**src/rtl/id_stage.sv**
```systemverilog
// RV32I instruction-decode stage: 32x32 register file, decoder, ID/EX pipeline register and hazard logic.
// Build option: define ID_WB_BYPASS_EN for same-cycle writeback-to-read forwarding (otherwise a match stalls).
`timescale 1ns/1ps

package id_stage_pkg;

   typedef struct packed {
      logic        valid;
      logic [31:0] pc;
      logic [31:0] instr;
   } if_id_t;

   typedef struct packed {
      logic        valid;
      logic [31:0] pc;
      logic [4:0]  rs1;
      logic [4:0]  rs2;
      logic [4:0]  rd;
      logic [31:0] rs1_val;
      logic [31:0] rs2_val;
      logic [31:0] imm;
      logic [3:0]  alu_op;
      logic        alu_src_imm;
      logic        mem_read;
      logic        mem_write;
      logic [2:0]  mem_size;
      logic        reg_write;
      logic        branch;
      logic        jump;
      logic        illegal;
   } id_ex_t;

   localparam logic [6:0] OPC_LUI    = 7'h37;
   localparam logic [6:0] OPC_AUIPC  = 7'h17;
   localparam logic [6:0] OPC_JAL    = 7'h6F;
   localparam logic [6:0] OPC_JALR   = 7'h67;
   localparam logic [6:0] OPC_BRANCH = 7'h63;
   localparam logic [6:0] OPC_LOAD   = 7'h03;
   localparam logic [6:0] OPC_STORE  = 7'h23;
   localparam logic [6:0] OPC_OPIMM  = 7'h13;
   localparam logic [6:0] OPC_OP     = 7'h33;

   // alu_op is {funct7[5], funct3} for OP/OP-IMM and {0, funct3} as a compare code when branch=1;
   // the two otherwise-unused codes below select the LUI and AUIPC datapaths.
   localparam logic [3:0] ALU_ADD   = 4'h0;
   localparam logic [3:0] ALU_AUIPC = 4'hA;
   localparam logic [3:0] ALU_LUI   = 4'hE;

endpackage

module id_stage
   import id_stage_pkg::*;
(
   input  logic        clk,
   input  logic        rst,
   input  if_id_t      if_id_in,
   input  logic        stall_in,
   input  logic        flush,
   input  logic        wb_we,
   input  logic [4:0]  wb_rd,
   input  logic [31:0] wb_data,
   output logic        stall_out,
   output id_ex_t      id_ex_out
);

   logic [31:0]       rf_q [32];
   id_ex_t            id_ex_q;
   id_ex_t            id_ex_d;
   id_ex_t            dec;

   logic [31:0]       instr;
   logic [6:0]        opcode;
   logic [2:0]        funct3;
   logic [4:0]        rd;
   logic [1:0][4:0]   rs_addr;
   logic [1:0][31:0]  rs_val;
   logic [1:0]        rs_use;
   logic [1:0]        lu_hit;
   logic [1:0]        wb_hit;
   logic              load_use;

   logic [31:0]       imm_i;
   logic [31:0]       imm_s;
   logic [31:0]       imm_b;
   logic [31:0]       imm_u;
   logic [31:0]       imm_j;

   assign instr      = if_id_in.instr;
   assign opcode     = instr[6:0];
   assign funct3     = instr[14:12];
   assign rd         = instr[11:7];
   assign rs_addr[0] = instr[19:15];
   assign rs_addr[1] = instr[24:20];

   assign imm_i = {{20{instr[31]}}, instr[31:20]};
   assign imm_s = {{20{instr[31]}}, instr[31:25], instr[11:7]};
   assign imm_b = {{19{instr[31]}}, instr[31], instr[7], instr[30:25], instr[11:8], 1'b0};
   assign imm_u = {instr[31:12], 12'd0};
   assign imm_j = {{11{instr[31]}}, instr[31], instr[19:12], instr[20], instr[30:21], 1'b0};

   // x0 is reset to zero and never written, so it reads as zero without a dedicated mux.
   always_ff @(posedge clk or posedge rst) begin
      if (rst) begin
         for (int i = 0; i < 32; i++) begin
            rf_q[i] <= '0;
         end
      end else if (wb_we && (wb_rd != 5'd0)) begin
         rf_q[wb_rd] <= wb_data;
      end
   end

   for (genvar gi = 0; gi < 2; gi++) begin : g_rd_port
`ifdef ID_WB_BYPASS_EN
      logic fwd;
      assign fwd          = wb_we && (wb_rd != 5'd0) && (wb_rd == rs_addr[gi]);
      assign rs_val[gi]   = fwd ? wb_data : rf_q[rs_addr[gi]];
      assign wb_hit[gi]   = 1'b0;
`else
      assign rs_val[gi]   = rf_q[rs_addr[gi]];
      assign wb_hit[gi]   = rs_use[gi] && wb_we && (wb_rd != 5'd0) && (wb_rd == rs_addr[gi]);
`endif
      assign lu_hit[gi]   = rs_use[gi] && (id_ex_q.rd == rs_addr[gi]);
   end

   always_comb begin
      dec             = '0;
      rs_use          = 2'b00;
      dec.valid       = 1'b1;
      dec.pc          = if_id_in.pc;
      dec.rs1         = rs_addr[0];
      dec.rs2         = rs_addr[1];
      dec.rd          = rd;
      dec.rs1_val     = rs_val[0];
      dec.rs2_val     = rs_val[1];
      dec.alu_op      = ALU_ADD;
      case (opcode)
         OPC_LUI: begin
            dec.imm         = imm_u;
            dec.alu_op      = ALU_LUI;
            dec.alu_src_imm = 1'b1;
            dec.reg_write   = 1'b1;
         end
         OPC_AUIPC: begin
            dec.imm         = imm_u;
            dec.alu_op      = ALU_AUIPC;
            dec.alu_src_imm = 1'b1;
            dec.reg_write   = 1'b1;
         end
         OPC_JAL: begin
            dec.imm         = imm_j;
            dec.alu_src_imm = 1'b1;
            dec.jump        = 1'b1;
            dec.reg_write   = 1'b1;
         end
         OPC_JALR: begin
            rs_use          = 2'b01;
            dec.imm         = imm_i;
            dec.alu_src_imm = 1'b1;
            dec.jump        = 1'b1;
            dec.reg_write   = 1'b1;
         end
         OPC_BRANCH: begin
            rs_use          = 2'b11;
            dec.imm         = imm_b;
            dec.alu_op      = {1'b0, funct3};
            dec.branch      = 1'b1;
         end
         OPC_LOAD: begin
            rs_use          = 2'b01;
            dec.imm         = imm_i;
            dec.alu_src_imm = 1'b1;
            dec.mem_read    = 1'b1;
            dec.mem_size    = funct3;
            dec.reg_write   = 1'b1;
         end
         OPC_STORE: begin
            rs_use          = 2'b11;
            dec.imm         = imm_s;
            dec.alu_src_imm = 1'b1;
            dec.mem_write   = 1'b1;
            dec.mem_size    = funct3;
         end
         OPC_OPIMM: begin
            rs_use          = 2'b01;
            dec.imm         = imm_i;
            dec.alu_op      = {(funct3 == 3'b101) && instr[30], funct3};
            dec.alu_src_imm = 1'b1;
            dec.reg_write   = 1'b1;
         end
         OPC_OP: begin
            rs_use          = 2'b11;
            dec.alu_op      = {instr[30], funct3};
            dec.reg_write   = 1'b1;
         end
         default: begin
            dec.illegal     = 1'b1;
         end
      endcase
      if (rd == 5'd0) begin
         dec.reg_write = 1'b0;
      end
   end

   assign load_use  = id_ex_q.valid && id_ex_q.mem_read && (id_ex_q.rd != 5'd0) && (|lu_hit);
   assign stall_out = !rst && !flush && if_id_in.valid && (load_use || (|wb_hit));

   // Hazard stalls insert a bubble here while fetch holds the instruction for a retry.
   always_comb begin
      id_ex_d = id_ex_q;
      if (flush) begin
         id_ex_d = '0;
      end else if (stall_in) begin
         id_ex_d = id_ex_q;
      end else if (!if_id_in.valid || stall_out) begin
         id_ex_d = '0;
      end else begin
         id_ex_d = dec;
      end
   end

   always_ff @(posedge clk or posedge rst) begin
      if (rst) begin
         id_ex_q <= '0;
      end else begin
         id_ex_q <= id_ex_d;
      end
   end

   assign id_ex_out = id_ex_q;

endmodule
```
**config.mk**
```make
export PLATFORM = sky130hd
export DESIGN_NAME = id_stage
export DESIGN_NICKNAME = d
export VERILOG_FILES = /design/src/rtl/id_stage.sv
export SDC_FILE = /design/constraint.sdc
export NUM_CORES = 2
export LEC_CHECK = 0
export CAP_MARGIN = 15
export CORE_UTILIZATION = 40
export CTS_BUF_LIST = sky130_fd_sc_hd__clkbuf_2 sky130_fd_sc_hd__clkbuf_4 sky130_fd_sc_hd__clkbuf_8
export CTS_CLUSTER_SIZE = 30
export DETAILED_ROUTE_END_ITERATION = 7
export SLEW_MARGIN = 25
export SYNTH_ARGS = -nofsm -noshare
export SYNTH_HDL_FRONTEND = slang
export SYNTH_SLANG_ARGS = --single-unit
export TNS_END_PERCENT = 50
```
**constraint.sdc**
```tcl
create_clock -name clk -period 70.5 [get_ports clk]
set_clock_uncertainty 0.05 [all_clocks]
set_input_delay 10.575 -clock clk [delete_from_list [all_inputs] [get_ports clk]]
set_output_delay 10.575 -clock clk [all_outputs]
set_load 0.01 [all_outputs]
```
==> results_dict.tcl <==
set metrics [dict create \
    run_status "finished clean" \
    final_nets 4728 \
    hp-start "rf_q[997]" \
    crit_required_ps 59880 \
    yosysSeqAreaShare 0.480 \
    pre_cts_slack_ps 46410 \
    start_kind "input pin" \
    die_height_um 395 \
    drc 0 \
    setup_viol 0 \
    grt_max_degree 168 \
    dp_hpwl_um 108000 \
    clockBufferDepth 3 \
    postSynthCellCount 4572 \
    postCtsHoldBufs 0 \
    cts_tree "done" \
    core_region_area_um2 152000 \
    fin_crit_ps 24140 \
    path_class "in2out" \
    syn-num-nets 4679 \
    fin_ws_ps 46360 \
    drive_gt1_frac 0.405 \
    design_area_um2 69600 \
    grt_pass1_vias 42563 \
    clkLatencyLatePin_ps 960 \
    yosysWarningCount 0 \
    placed_cells 6451 \
    syn2layout_area_growth_pct 12.8 \
    synthesis.area_um2 61700 \
    peakVddDrop_uv 16.3 \
    r2r_start "id_ex_out[111]" \
    ioPinCount 266 \
    postCtsSetupBuffers 0 \
    critPathMaxFanout 65 \
    max_freq_ghz 0.0414 \
    cts_buffers 197 \
    hold_viol 0 \
    routed_wl_um 198000 \
    clk_pin_slew_worst_paths_ps 60 \
    cts_sinks 1182 \
    fillerInstances 13753 \
    synth_top_flop_cell "dfrtp_1" \
    finalCritPeriodShare 0.342 \
    initial_core_util 0.404 \
    p_leak_nw 30.3 \
    ys_ff_latch 1182 \
    die_area_um2 156000 \
    via_per_inst 6.11 \
    gr-total-overflow 0 \
    maxSlewViolCount 0 \
    relSlewSlack 0.275 \
    min_path_type "reg2reg" \
    power_mw 1.89 \
    powerDensity_nw_per_um2 27.1 \
    async_reset_ff_frac 1.00 \
    dr.pass1.iters 5 \
    tns_ps 0 \
    synth_area_leaders "dfrtp_1 (48%), mux2_2 (19%), mux4_2 (12%)" \
    end_kind "output pin" \
    synth-edff-count 0 \
    drv_cap 0 \
    gp_congestion 0.810 \
    io_buffers 265 \
    stdcell_count 6816 \
    synth_top_area_share 0.480 \
    ant_nets 0 \
    synthDistinctLibCells 55 \
    ff2ff_path_depth 7 \
    num_rows 143 \
    holdPathStages 0 \
    cts.repair.resized 0 \
    arrival_ps 13520 \
    fin_util 0.456 \
    detail_route.iter0.violations 3592 \
    dieWidth_um 395 \
    track_usage 0.253 \
    whs_ps 344 \
    grt_pass1_wl_um 294000 \
    regToRegSetupSlack_ps 67400 \
    yosysTopAreaCell "dfrtp_1" \
    wl_per_cell_um 29.1 \
    timing.rr.end "id_ex_out[87]" \
    grt_antenna_before_repair 16 \
    grt_setup_unrepaired "false" \
    vias 41627 \
    htree_levels 4 \
    synth.avg_cell_area_um2 13.5 \
    placed_cell_area_um2 65400 \
    worst_slew_pin_slew_ps 1090 \
    cts_root_buf "clkbuf_8" \
    holdPathEnd "rf_q[997]" \
]
==> layout make-up <==
| cell class | instances | area, um2 | share of cell area |
|---|---|---|---|
| Antenna cell | 3 | 7.51 | 0.000108 |
| Tap cell | 2030 | 2540 | 0.0365 |
| Sequential cell | 1182 | 29600 | 0.425 |
| Timing Repair Buffer | 347 | 3220 | 0.0463 |
| Inverter | 4 | 22.5 | 0.000324 |
| Clock inverter | 29 | 213 | 0.00306 |
| Clock buffer | 332 | 4080 | 0.0587 |
| Multi-Input combinational cell | 2889 | 29900 | 0.430 |
==> cell usage in the layout (no fill, tap or decap), drive strengths merged, types with 47 or more instances in the layout <==
master,n
o221ai,47
nor2,120
dfrtp,1182
nand2,172
nand3b,51
nand2b,57
mux2i,410
o22ai,158
a22o,51
clkbuf,333
buf,121
clkdlybuf4s50,225
mux2,1026
o221a,47
a21oi,119
mux4,324
o21ai,196
==> layer usage <==
metal,vias up,share of wire,global-route usage
li1,17376,-,-
met1,22282,0.44,0.351
met2,1580,0.46,0.396
met3,373,0.070,0.0506
met4,16,0.030,0.0831
met5,-,0.00048,0
==> Yosys cell counts, types with 15 or more instances <==
| master | instances |
|---|---|
| mux2_2 | 1025 |
| o22ai_1 | 158 |
| dfrtp_1 | 1182 |
| o21ai_1 | 43 |
| mux2i_1 | 410 |
| o221a_2 | 47 |
| buf_2 | 138 |
| a21oi_1 | 119 |
| mux4_2 | 324 |
| clkbuf_1 | 252 |
| nor2_1 | 119 |
| nand2b_1 | 57 |
| nand2_1 | 172 |
| buf_4 | 59 |
| buf_6 | 15 |
| o221ai_1 | 47 |
| o21ai_0 | 143 |
| nand3b_1 | 51 |
| a22o_1 | 51 |
| a221oi_1 | 17 |
| buf_1 | 33 |
==> worst max path at each step <==
stage | from | end | slack, ps | cells past startpoint
floorplan | rst | id_ex_out[0] | 26580 | 1
global placement | if_id_in[20] | stall_out | 46370 | 8
detailed placement | if_id_in[17] | stall_out | 46410 | 7
CTS | if_id_in[17] | stall_out | 46400 | 7
global route | if_id_in[20] | stall_out | 46230 | 8
finish | if_id_in[17] | stall_out | 46360 | 7
==> critical path, cell delays in order <==
cell             delay [ps]
buf_4                   600
buf_4                   860
xnor2_1                 130
and4_1                  240
o211ai_1                340
nand2_1                 150
clkdlybuf4s50_1         510
==> flip-flops by register name (all words and copies together) (netlist names) <==
| register | count |
|---|---|
| id_ex_out | 158 |
| rf_q | 1024 |
==> power by group <==
part           switching (mW)  total [mW]  leakage [nW]  internal [mW]
registers              0.0806       0.873          15.3          0.793
logic                   0.155       0.356          12.7          0.201
clock network           0.292       0.656          2.30          0.364
==> kinds of logic (layout without fill, tap and decap cells) <==
kind of cell / after synthesis / count (layout) / synth area share
muxes: 1760 / 1760 / 0.372
AOI/OAI and AO/OA: 666 / 666 / 0.0715
buffers and inverters: 501 / 712 / 0.0387
other: 0 / 3 / 0
DFF: 1182 / 1182 / 0.480
and+or+nand+nor: 443 / 443 / 0.0349
xor gates and xnor gates: 20 / 20 / 0.00284
Note: power is estimated with default switching activity, not from simulation.
